$ cat src/rtl/pp_pkg.sv
// Shared types and default sizes for the spectrum post-process path.
package pp_pkg;

  localparam int PP_DATA_W    = 16;
  localparam int PP_ADDR_W    = 9;
  localparam int PP_FRAME_LEN = 512;

  typedef enum logic [1:0] {
    IDLE,
    STREAM,
    TAIL,
    WAIT_DONE
  } pp_state_e;

endpackage

$ cat src/rtl/pp_rd_pipe.sv
// One-stage alignment of RAM read data with its delayed read strobe.
// data_out holds the last sample while the qualifier is low.
module pp_rd_pipe
  import pp_pkg::*;
#(
  parameter int DATA_W = PP_DATA_W
) (
  input  logic              clk,
  input  logic              rst_n,
  input  logic              rd_en,
  input  logic [DATA_W-1:0] rd_data,
  output logic [DATA_W-1:0] data_out,
  output logic              data_valid_out
);

  logic [DATA_W-1:0] data_q, data_d;
  logic              vld_q, vld_d;

  always_comb begin
    data_d = data_q;
    vld_d  = rd_en;
    if (rd_en) data_d = rd_data;
  end

  always_ff @(posedge clk or negedge rst_n) begin
    if (!rst_n) begin
      data_q <= '0;
      vld_q  <= 1'b0;
    end else begin
      data_q <= data_d;
      vld_q  <= vld_d;
    end
  end

  assign data_out       = data_q;
  assign data_valid_out = vld_q;

endmodule

$ cat src/rtl/pp_frame_sender.sv
// Streams one accumulated frame to post-processing and waits for done.
// Define PP_FRAME_TIMEOUT_EN to bound the wait for the done pulse.
module pp_frame_sender
  import pp_pkg::*;
#(
  parameter int DATA_W       = PP_DATA_W,
  parameter int ADDR_W       = PP_ADDR_W,
  parameter int FRAME_LEN    = PP_FRAME_LEN,
  parameter int DONE_TIMEOUT = 1024
) (
  input  logic              clk,
  input  logic              rst_n,
  input  logic              start,
  output logic              rd_en,
  output logic [ADDR_W-1:0] rd_addr,
  input  logic [DATA_W-1:0] rd_data,
  output logic              pp_ctrl,
  output logic [DATA_W-1:0] data_out,
  output logic              data_valid_out,
  input  logic              pp_done,
  output logic              busy,
  output logic              frame_done,
  output logic              timeout_err
);

  localparam int CNT_W = ADDR_W + 1;
  localparam logic [CNT_W-1:0] LAST = CNT_W'(FRAME_LEN - 1);

  if (FRAME_LEN < 1 || FRAME_LEN > (1 << ADDR_W) || DONE_TIMEOUT < 1)
  begin : g_bad_cfg
    $error("pp_frame_sender: illegal parameters");
  end

  pp_state_e         state_q, state_d;
  logic              rd_en_q, rd_en_d;
  logic [ADDR_W-1:0] rd_addr_q, rd_addr_d;
  logic [CNT_W-1:0]  cnt_q, cnt_d;
  logic              pp_ctrl_q, pp_ctrl_d;
  logic              frame_done_q, frame_done_d;
  logic              tmo_hit;

`ifdef PP_FRAME_TIMEOUT_EN
  localparam int TMO_W = $clog2(DONE_TIMEOUT + 1);

  logic [TMO_W-1:0] tmo_q, tmo_d;
  logic             err_q, err_d;

  assign tmo_hit = (tmo_q == TMO_W'(DONE_TIMEOUT - 1));

  always_comb begin
    tmo_d = '0;
    err_d = err_q;
    if (state_q == WAIT_DONE) tmo_d = tmo_q + 1'b1;
    if (state_q == IDLE && start) err_d = 1'b0;
    else if (state_q == WAIT_DONE && !pp_done && tmo_hit) err_d = 1'b1;
  end

  always_ff @(posedge clk or negedge rst_n) begin
    if (!rst_n) begin
      tmo_q <= '0;
      err_q <= 1'b0;
    end else begin
      tmo_q <= tmo_d;
      err_q <= err_d;
    end
  end

  assign timeout_err = err_q;
`else
  assign tmo_hit     = 1'b0;
  assign timeout_err = 1'b0;
`endif

  always_comb begin
    state_d      = state_q;
    rd_en_d      = rd_en_q;
    rd_addr_d    = rd_addr_q;
    cnt_d        = cnt_q;
    pp_ctrl_d    = pp_ctrl_q;
    frame_done_d = 1'b0;
    unique case (state_q)
      IDLE: begin
        if (start) begin
          state_d   = STREAM;
          rd_en_d   = 1'b1;
          rd_addr_d = '0;
          cnt_d     = '0;
          pp_ctrl_d = 1'b1;
        end
      end
      STREAM: begin
        // address wraps freely; the wider counter ends the frame
        rd_addr_d = rd_addr_q + 1'b1;
        if (cnt_q == LAST) begin
          state_d = TAIL;
          rd_en_d = 1'b0;
        end else begin
          cnt_d = cnt_q + 1'b1;
        end
      end
      TAIL: state_d = WAIT_DONE;
      WAIT_DONE: begin
        if (pp_done) begin
          state_d      = IDLE;
          pp_ctrl_d    = 1'b0;
          frame_done_d = 1'b1;
        end else if (tmo_hit) begin
          state_d   = IDLE;
          pp_ctrl_d = 1'b0;
        end
      end
      default: state_d = IDLE;
    endcase
  end

  always_ff @(posedge clk or negedge rst_n) begin
    if (!rst_n) begin
      state_q      <= IDLE;
      rd_en_q      <= 1'b0;
      rd_addr_q    <= '0;
      cnt_q        <= '0;
      pp_ctrl_q    <= 1'b0;
      frame_done_q <= 1'b0;
    end else begin
      state_q      <= state_d;
      rd_en_q      <= rd_en_d;
      rd_addr_q    <= rd_addr_d;
      cnt_q        <= cnt_d;
      pp_ctrl_q    <= pp_ctrl_d;
      frame_done_q <= frame_done_d;
    end
  end

  pp_rd_pipe #(
    .DATA_W(DATA_W)
  ) u_pipe (
    .clk           (clk),
    .rst_n         (rst_n),
    .rd_en         (rd_en_q),
    .rd_data       (rd_data),
    .data_out      (data_out),
    .data_valid_out(data_valid_out)
  );

  assign rd_en      = rd_en_q;
  assign rd_addr    = rd_addr_q;
  assign pp_ctrl    = pp_ctrl_q;
  assign busy       = (state_q != IDLE);
  assign frame_done = frame_done_q;

endmodule

$ cat config.mk
export PLATFORM = sky130hd
export DESIGN_NAME = pp_frame_sender
export DESIGN_NICKNAME = d
export VERILOG_FILES = /design/src/rtl/pp_pkg.sv /design/src/rtl/pp_rd_pipe.sv /design/src/rtl/pp_frame_sender.sv
export SDC_FILE = /design/constraint.sdc
export NUM_CORES = 1
export LEC_CHECK = 0
export ABC_AREA = 1
export CAP_MARGIN = 20
export CORE_MARGIN = 4
export CORE_UTILIZATION = 40
export DETAILED_ROUTE_END_ITERATION = 16
export GPL_TIMING_DRIVEN = 0
export PLACE_DENSITY = 0.67
export SLEW_MARGIN = 20
export SYNTH_ARGS = -nofsm -noshare
export SYNTH_HDL_FRONTEND = slang
export SYNTH_SLANG_ARGS = --single-unit
$ cat constraint.sdc
create_clock -name clk -period 3.55 [get_ports clk]
set_input_delay 0.8875 -clock clk [delete_from_list [all_inputs] [get_ports clk]]
set_output_delay 0.8875 -clock clk [all_outputs]
set_load 0.05 [all_outputs]
==> results.toml, run 1 <==
[placed_design]
hpwl_um = 3430
io_buffers = 49
place.gp.congestion = 0.814
dp_slack_ns = 1.04
placed_cells = 356
dpl_cell_area_mm2 = 0.00274

[synthesis]
ys_warn_count = 0
ys_types = 32
synthesis.instances = 236
ys_seq_area_share_pct = 47.8
yosys_register_bits = 41
synthesis.area_mm2 = 0.00215
syn-num-nets = 263
syn_avg_cell_area_um2 = 9.09

[cts]
post_cts_buffers = 0
cts_root_buffer = "clkbuf_8"
clk_latency_ns = 0.30
cts_hold_buf = 0
cts_sinks = 41
cts_tree = "yes"
htree_num_levels = 2
cts_buffers = 5
path_clk_slew_ns = 0.08
cts-resized-gates = 0
cts_buffer_depth = 2

[floorplan]
die_area_mm2 = 0.00660
rows = 26
ios = 51
die_w_um = 81.2
core-area_mm2 = 0.00514
start_util_pct = 41.7
die_height_um = 81.2

[pwr]
finalPower_mw = 1.75
leakagePower_nw = 1.31
irDropWorstVdd_v = 0.000547
power.density_mw_per_mm2 = 612

[hold_path]
hold-path-cell-count = 0
min-delay-path-class = "reg -> reg"
hp-start = "rd_en$_DFFE_PN0P_"
hold_end = "u_pipe.data_valid_out$_DFF_PN0_"

[timing]
maxSlewHeadroom_pct = 65.0
post-route-period-util_pct = 79.3
fmax_mhz = 355
setup_ws_ns = 0.736
hold_viol = 0
final-max-slew-violation-count = 0
tightest_slew_ns = 0.523
finalSetupTns_ns = 0
setup_viol = 0
clock_skew_ns = 0.00798
hold_slack_ns = 0.412
rsz0062_at_grt = "false"
fin_crit_ns = 2.81

[global_routing]
first_global_vias = 1677
grt_overflow_total = 0
antenna_found_initial = 0
grt_pass1_wl_um = 7670
grt_max_degree = 27
grt_usage_pct = 15.0

[critical_path]
worstPathMaxFanout = 4
worst-endpoint-required_ns = 2.66
end_kind = "primary output"
arrival_ns = 1.93
crit_path_max_incr_delay_ns = 0.79
crit_chain = "inv_1, ha_1, inv_1, clkdlybuf4s50_1"
r2r_setup_slack_ns = 1.79
r2r_end = "cnt_q[2]$_DFFE_PN0P_"
critPathLaunchType = "register"
r2r_start = "state_q[0]$_DFFE_PN0P_"
cp_common_cell = "inv_1"
critical_path_class = "reg -> out"
cp_slowest_cell = "clkdlybuf4s50_1"
reg2regPathDepth = 8

[routing]
vias = 1734
drtIter0Drc = 48
drtPass1Iterations = 4
ant_nets = 0
drt-total-wl_um = 4540
post_drt_wl_per_cell_um = 12.5
drt-vias-per-instance = 4.76
route.detailed.drc = 0

[cells_and_area]
syn_to_final_growth_pct = 33.2
instances_no_fill = 364
drive_gt1_share_pct = 15.6
nets = 320
multi_input_area_um2 = 970
postLayoutCoreUtil_pct = 55.6
fill_cells = 495
n_antenna_cell = 0
mostFrequentLayoutCells = "65 x nand2_1, 48 x clkdlybuf4s50_1, 41 x dfrtp_1"
design_area_mm2 = 0.00286
mostFrequentLayoutCell = "nand2_1"
regArea_mm2 = 0.00103

[status]
status = "finished, final reports clean"

[run]
max-cap-violations = 0
layer usage:
| layer | vias up | track usage, % | share of wire [%] |
|---|---|---|---|
| met4 | 0 | 4.39 | 1.0 |
| met3 | 6 | 4.77 | 7.8 |
| met2 | 51 | 24.5 | 44 |
| met5 | - | 0 | 0 |
| met1 | 808 | 19.2 | 47 |
| li1 | 869 | - | - |
worst max-delay path: cells and delay by family (launching register included):
kind	cells	cell delay, ns
buffers and inverters	3	0.96
DFF	1	0.41
adders and majority gates	1	0.27
final cells by class:
class | count | share of cell area [%]
well taps | 70 | 3.06
plain buffers | 6 | 1.66
multi-input cells | 163 | 33.9
repair buffers | 50 | 17.7
clock buffers | 6 | 2.89
inverters | 26 | 3.59
clock inverters | 2 | 1.31
flip-flops and latches | 41 | 35.9
state kept, by name (all words and copies together), names as in the netlist:
register and flops:
u_pipe.data_out 16, cnt_q 10, rd_addr 9, state_q 2
frame_done 1, pp_ctrl 1, rd_en 1, u_pipe.data_valid_out 1
worst max-delay path by stage:
stage	start	to	slack, ns	cells past startpoint
floorplan	state_q[0]$_DFFE_PN0P_	busy	1.65	3
CTS	state_q[0]$_DFFE_PN0P_	busy	0.72	4
detailed placement	state_q[0]$_DFFE_PN0P_	busy	1.04	4
global route	state_q[0]$_DFFE_PN0P_	busy	0.62	4
global placement	rst_n	pp_ctrl$_DFFE_PN0P_	0.47	1
finish	state_q[0]$_DFFE_PN0P_	busy	0.74	4
synthesized netlist by cell type, drive strengths merged:
| cell | number | area, µm² |
|---|---|---|
| o21bai | 3 | 22.5 |
| nand3b | 1 | 7.51 |
| nand2 | 69 | 293 |
| xnor2 | 1 | 8.76 |
| mux2 | 16 | 180 |
| o21ai | 8 | 47.5 |
| xor2 | 3 | 26.3 |
| nand4 | 7 | 43.8 |
| clkbuf | 1 | 3.75 |
| buf | 5 | 43.8 |
| nand3 | 22 | 133 |
| inv | 26 | 103 |
| conb | 1 | 3.75 |
| a21oi | 3 | 15.0 |
| ha | 7 | 87.6 |
| nor2 | 21 | 93.8 |
| dfrtp | 41 | 1030 |
| a22oi | 1 | 7.51 |
cells by family after synthesis:
kind of cell             count (synthesis)  share of synthesized area, %
buffers and inverters                   32                          7.00
AND/OR/NAND/NOR                        120                          26.6
AO/OA/AOI/OAI                           15                          4.31
other                                    1                         0.175
XOR/XNOR                                 4                          1.63
flip-flops                              41                          47.8
adder cells (fa/ha/maj)                  7                          4.08
multiplexers                            16                          8.40
power by group:
| group | total, mW | internal [mW] | switching, mW | leakage (nW) |
|---|---|---|---|---|
| logic | 0.786 | 0.260 | 0.525 | 0.743 |
| clock network | 0.392 | 0.229 | 0.164 | 0.0574 |
| registers | 0.571 | 0.521 | 0.0504 | 0.514 |
| total | 1.75 | 1.01 | 0.739 | 1.31 |
Note: power is estimated with default switching activity, not from simulation.
==> run 2, diff against run 1 <==
Clock period 3.55 ns to 2.75 ns, I/O delays scaled along.
==> results of run 2 <==
Same layout as run 1 (identical final DEF). Status: finished, final reports clean.
Main changes from that run: setup slack after placement 1.04 ns -> 0.444 ns; setup slack after layout 0.736 ns -> 0.136 ns; hold slack 0.412 ns -> 0.306 ns; register-to-register setup slack 1.79 ns -> 0.99 ns; total power 1.75 mW -> 2.26 mW; worst IR drop on VDD 0.000547 V -> 0.000707 V
==> run 3, diff against run 2 <==
Settings changed: MAX_ROUTING_LAYER set to met4.
Clock period 2.75 ns to 3.22 ns, I/O delays scaled along.
==> results of run 3 <==
Same layout as run 1 (identical final DEF). Status: finished, final reports clean.
Main changes from that run: final weighted congestion in routability-driven placement 0.814 -> 0.826; setup slack after placement 1.04 ns -> 0.797 ns; overall routing resource usage 15.0% -> 15.5%; setup slack after layout 0.736 ns -> 0.489 ns; register-to-register setup slack 1.79 ns -> 1.46 ns; total power 1.75 mW -> 1.93 mW; worst IR drop on VDD 0.000547 V -> 0.000604 V
==> RTL change (config.mk and constraints of run 1) <==
`PP_DATA_W`: 16 -> 32.
--- a/src/rtl/pp_pkg.sv
+++ b/src/rtl/pp_pkg.sv
@@ -3,3 +3,3 @@
 
-  localparam int PP_DATA_W    = 16;
+  localparam int PP_DATA_W    = 32;
   localparam int PP_ADDR_W    = 9;
Interface: changed (resized data_out and rd_data); port bits go from 51 to 83. No check against the original RTL was run, so the function may have changed too.
==> RTL change against run 1 <==
  * Sequential cell count grew 16
  * Setup slack got worse by 0.061 ns
  * Critical path type unchanged
  * Cell count grew 25%
  * Non-clock buffer count is 34 higher
  * Wire length increased by 38%
  * Power rose by 29%
  * Highest routed layer unchanged
  * Design area grew 36%
  * Area after synthesis grew 27%
  * Critical path depth unchanged
==> RTL change: results (changes against run 1) <==
[metrics] Least-Margin Pin Slew: 0.552 ns (+0.0295 ns)
[metrics] peak clock frequency supported by timing: 348 MHz (-2.1%)
[metrics] post-synthesis cell area: 2730 um2 (+27%)
[metrics] clock root buffer: sky130_fd_sc_hd__clkbuf_8
[metrics] dpl cells: 440 (+24%)
[metrics] Post-layout nets: 417 (+30%)
[metrics] cell types with the highest counts after synthesis: 77 x sky130_fd_sc_hd__nand2_1, 57 x sky130_fd_sc_hd__dfrtp_1, 32 x sky130_fd_sc_hd__mux2_2
[metrics] clock latency of the later-clocked register in the worst-skew pair: 0.33 ns (+0.03 ns)
[metrics] adder-cell share of the synthesized area: 0.0321 (-0.00877)
[metrics] layout cells sized above 1: 0.179 (+0.0230)
[metrics] pre-CTS WS: 1.02 ns (-0.0263 ns)
[metrics] placer congestion estimate: 0.808 (-0.81%)
[metrics] global-route wire length before repair: 10800 um (+40%)
[metrics] Fill cells: 539 (+8.9%)
[metrics] number of vias after detailed routing: 2180 (+26%)
[metrics] pin count of the biggest net entering global routing: 47 (+74%)
[metrics] average routed wire per standard cell: 13.7 um (+9.8%)
[metrics] proportion of synthesized area in mux cells: 0.132 (+0.0479)
[metrics] leakage: 0.00178 uW (+36%)
[metrics] part of the total power dissipated in sequential elements: 0.337 (+0.010)
[metrics] worst reg2reg path endpoint: cnt_q[7]
[metrics] net count of the mapped netlist: 324 (+23%)
[metrics] arrival time reported for the critical path endpoint: 1.99 ns (+0.06 ns)
[metrics] fraction of the mapped netlist area in compound gates: 0.0229 (-0.0203)
[metrics] R2R cell count: 9 (+1)
[metrics] Post-DP HPWL: 4660 um (+36%)
[metrics] Mean Syn Cell Area: 9.72 um2 (+7.0%)
[metrics] peak supply drop: 0.000407 V (-26%)
[metrics] number of flip-flops in the largest register: 32 (+16)
[metrics] CTS H-Tree Depth: 3 (+1)
[metrics] proportion of synthesized chip area in sequential cells: 0.522 (+0.0438)
[metrics] net switching component of the power: 837 uW (+13%)
[metrics] total global routing track utilization: 0.163 (+0.0125)
[metrics] portion of synthesized cell area occupied by the leading cell type: 0.522 (+0.0438)
[metrics] cell types with the largest area share after synthesis: sky130_fd_sc_hd__dfrtp_1 52%, sky130_fd_sc_hd__mux2_2 13%, sky130_fd_sc_hd__nand2_1 11%
[metrics] result of the run: complete, no violations
[metrics] PortBufs: 81 (+65%)
[metrics] register-to-register path setup slack: 1.84 ns (+0.05 ns)
[metrics] switching portion of total power: 0.371 (-0.0513)
[metrics] DR iter-0 viols: 89 (+85%)
[metrics] number of distinct library cells after synthesis: 28 (-13%)
[metrics] number of clock buffers inserted by TritonCTS: 9 (+4)
[metrics] number of instances resized during post-cts repair: 0 (unchanged)
[metrics] Fin Clk Skew: 0.00565 ns (-0.00233 ns)
[metrics] share of power burned in combinational logic: 0.358 (-0.091)
[metrics] xor and xnor area share after synthesis: 0.00641 (-0.00992)
[metrics] worst stage delay on the critical path: approximately 0.80 ns
-- RTL change: how the worst min path moves through the flow --
| stage | startpoint | to | slack, ns |
|---|---|---|---|
| after global routing | rst_n | u_pipe.data_out[17] | 0.40 |
| after CTS | rst_n | rd_addr[3] | 0.39 |
| after floorplan | state_q[1] | state_q[1] | 0.49 |
| after detailed placement | rd_en | u_pipe.data_valid_out | 0.39 |
| after global placement | rd_en | u_pipe.data_valid_out | 0.38 |
| final | rd_en | u_pipe.data_valid_out | 0.40 |
-- RTL change: area by class of cell --
type                       count  share of cell area
clock inverter                 5              0.0199
timing repair buffer          82               0.215
multi-input combinational    189               0.293
tap                           77              0.0247
buffer                         8              0.0154
clock buffer                  11              0.0389
inverter                      27              0.0273
sequential                    57               0.366
-- RTL change: metal layers --
metal / routed length, um / global-route usage / share of wire
met1: 2970 / 0.220 / 0.48
met3: 433 / 0.0350 / 0.069
met2: 2740 / 0.251 / 0.44
met5: 0 / 0 / 0
met4: 97 / 0.0714 / 0.016
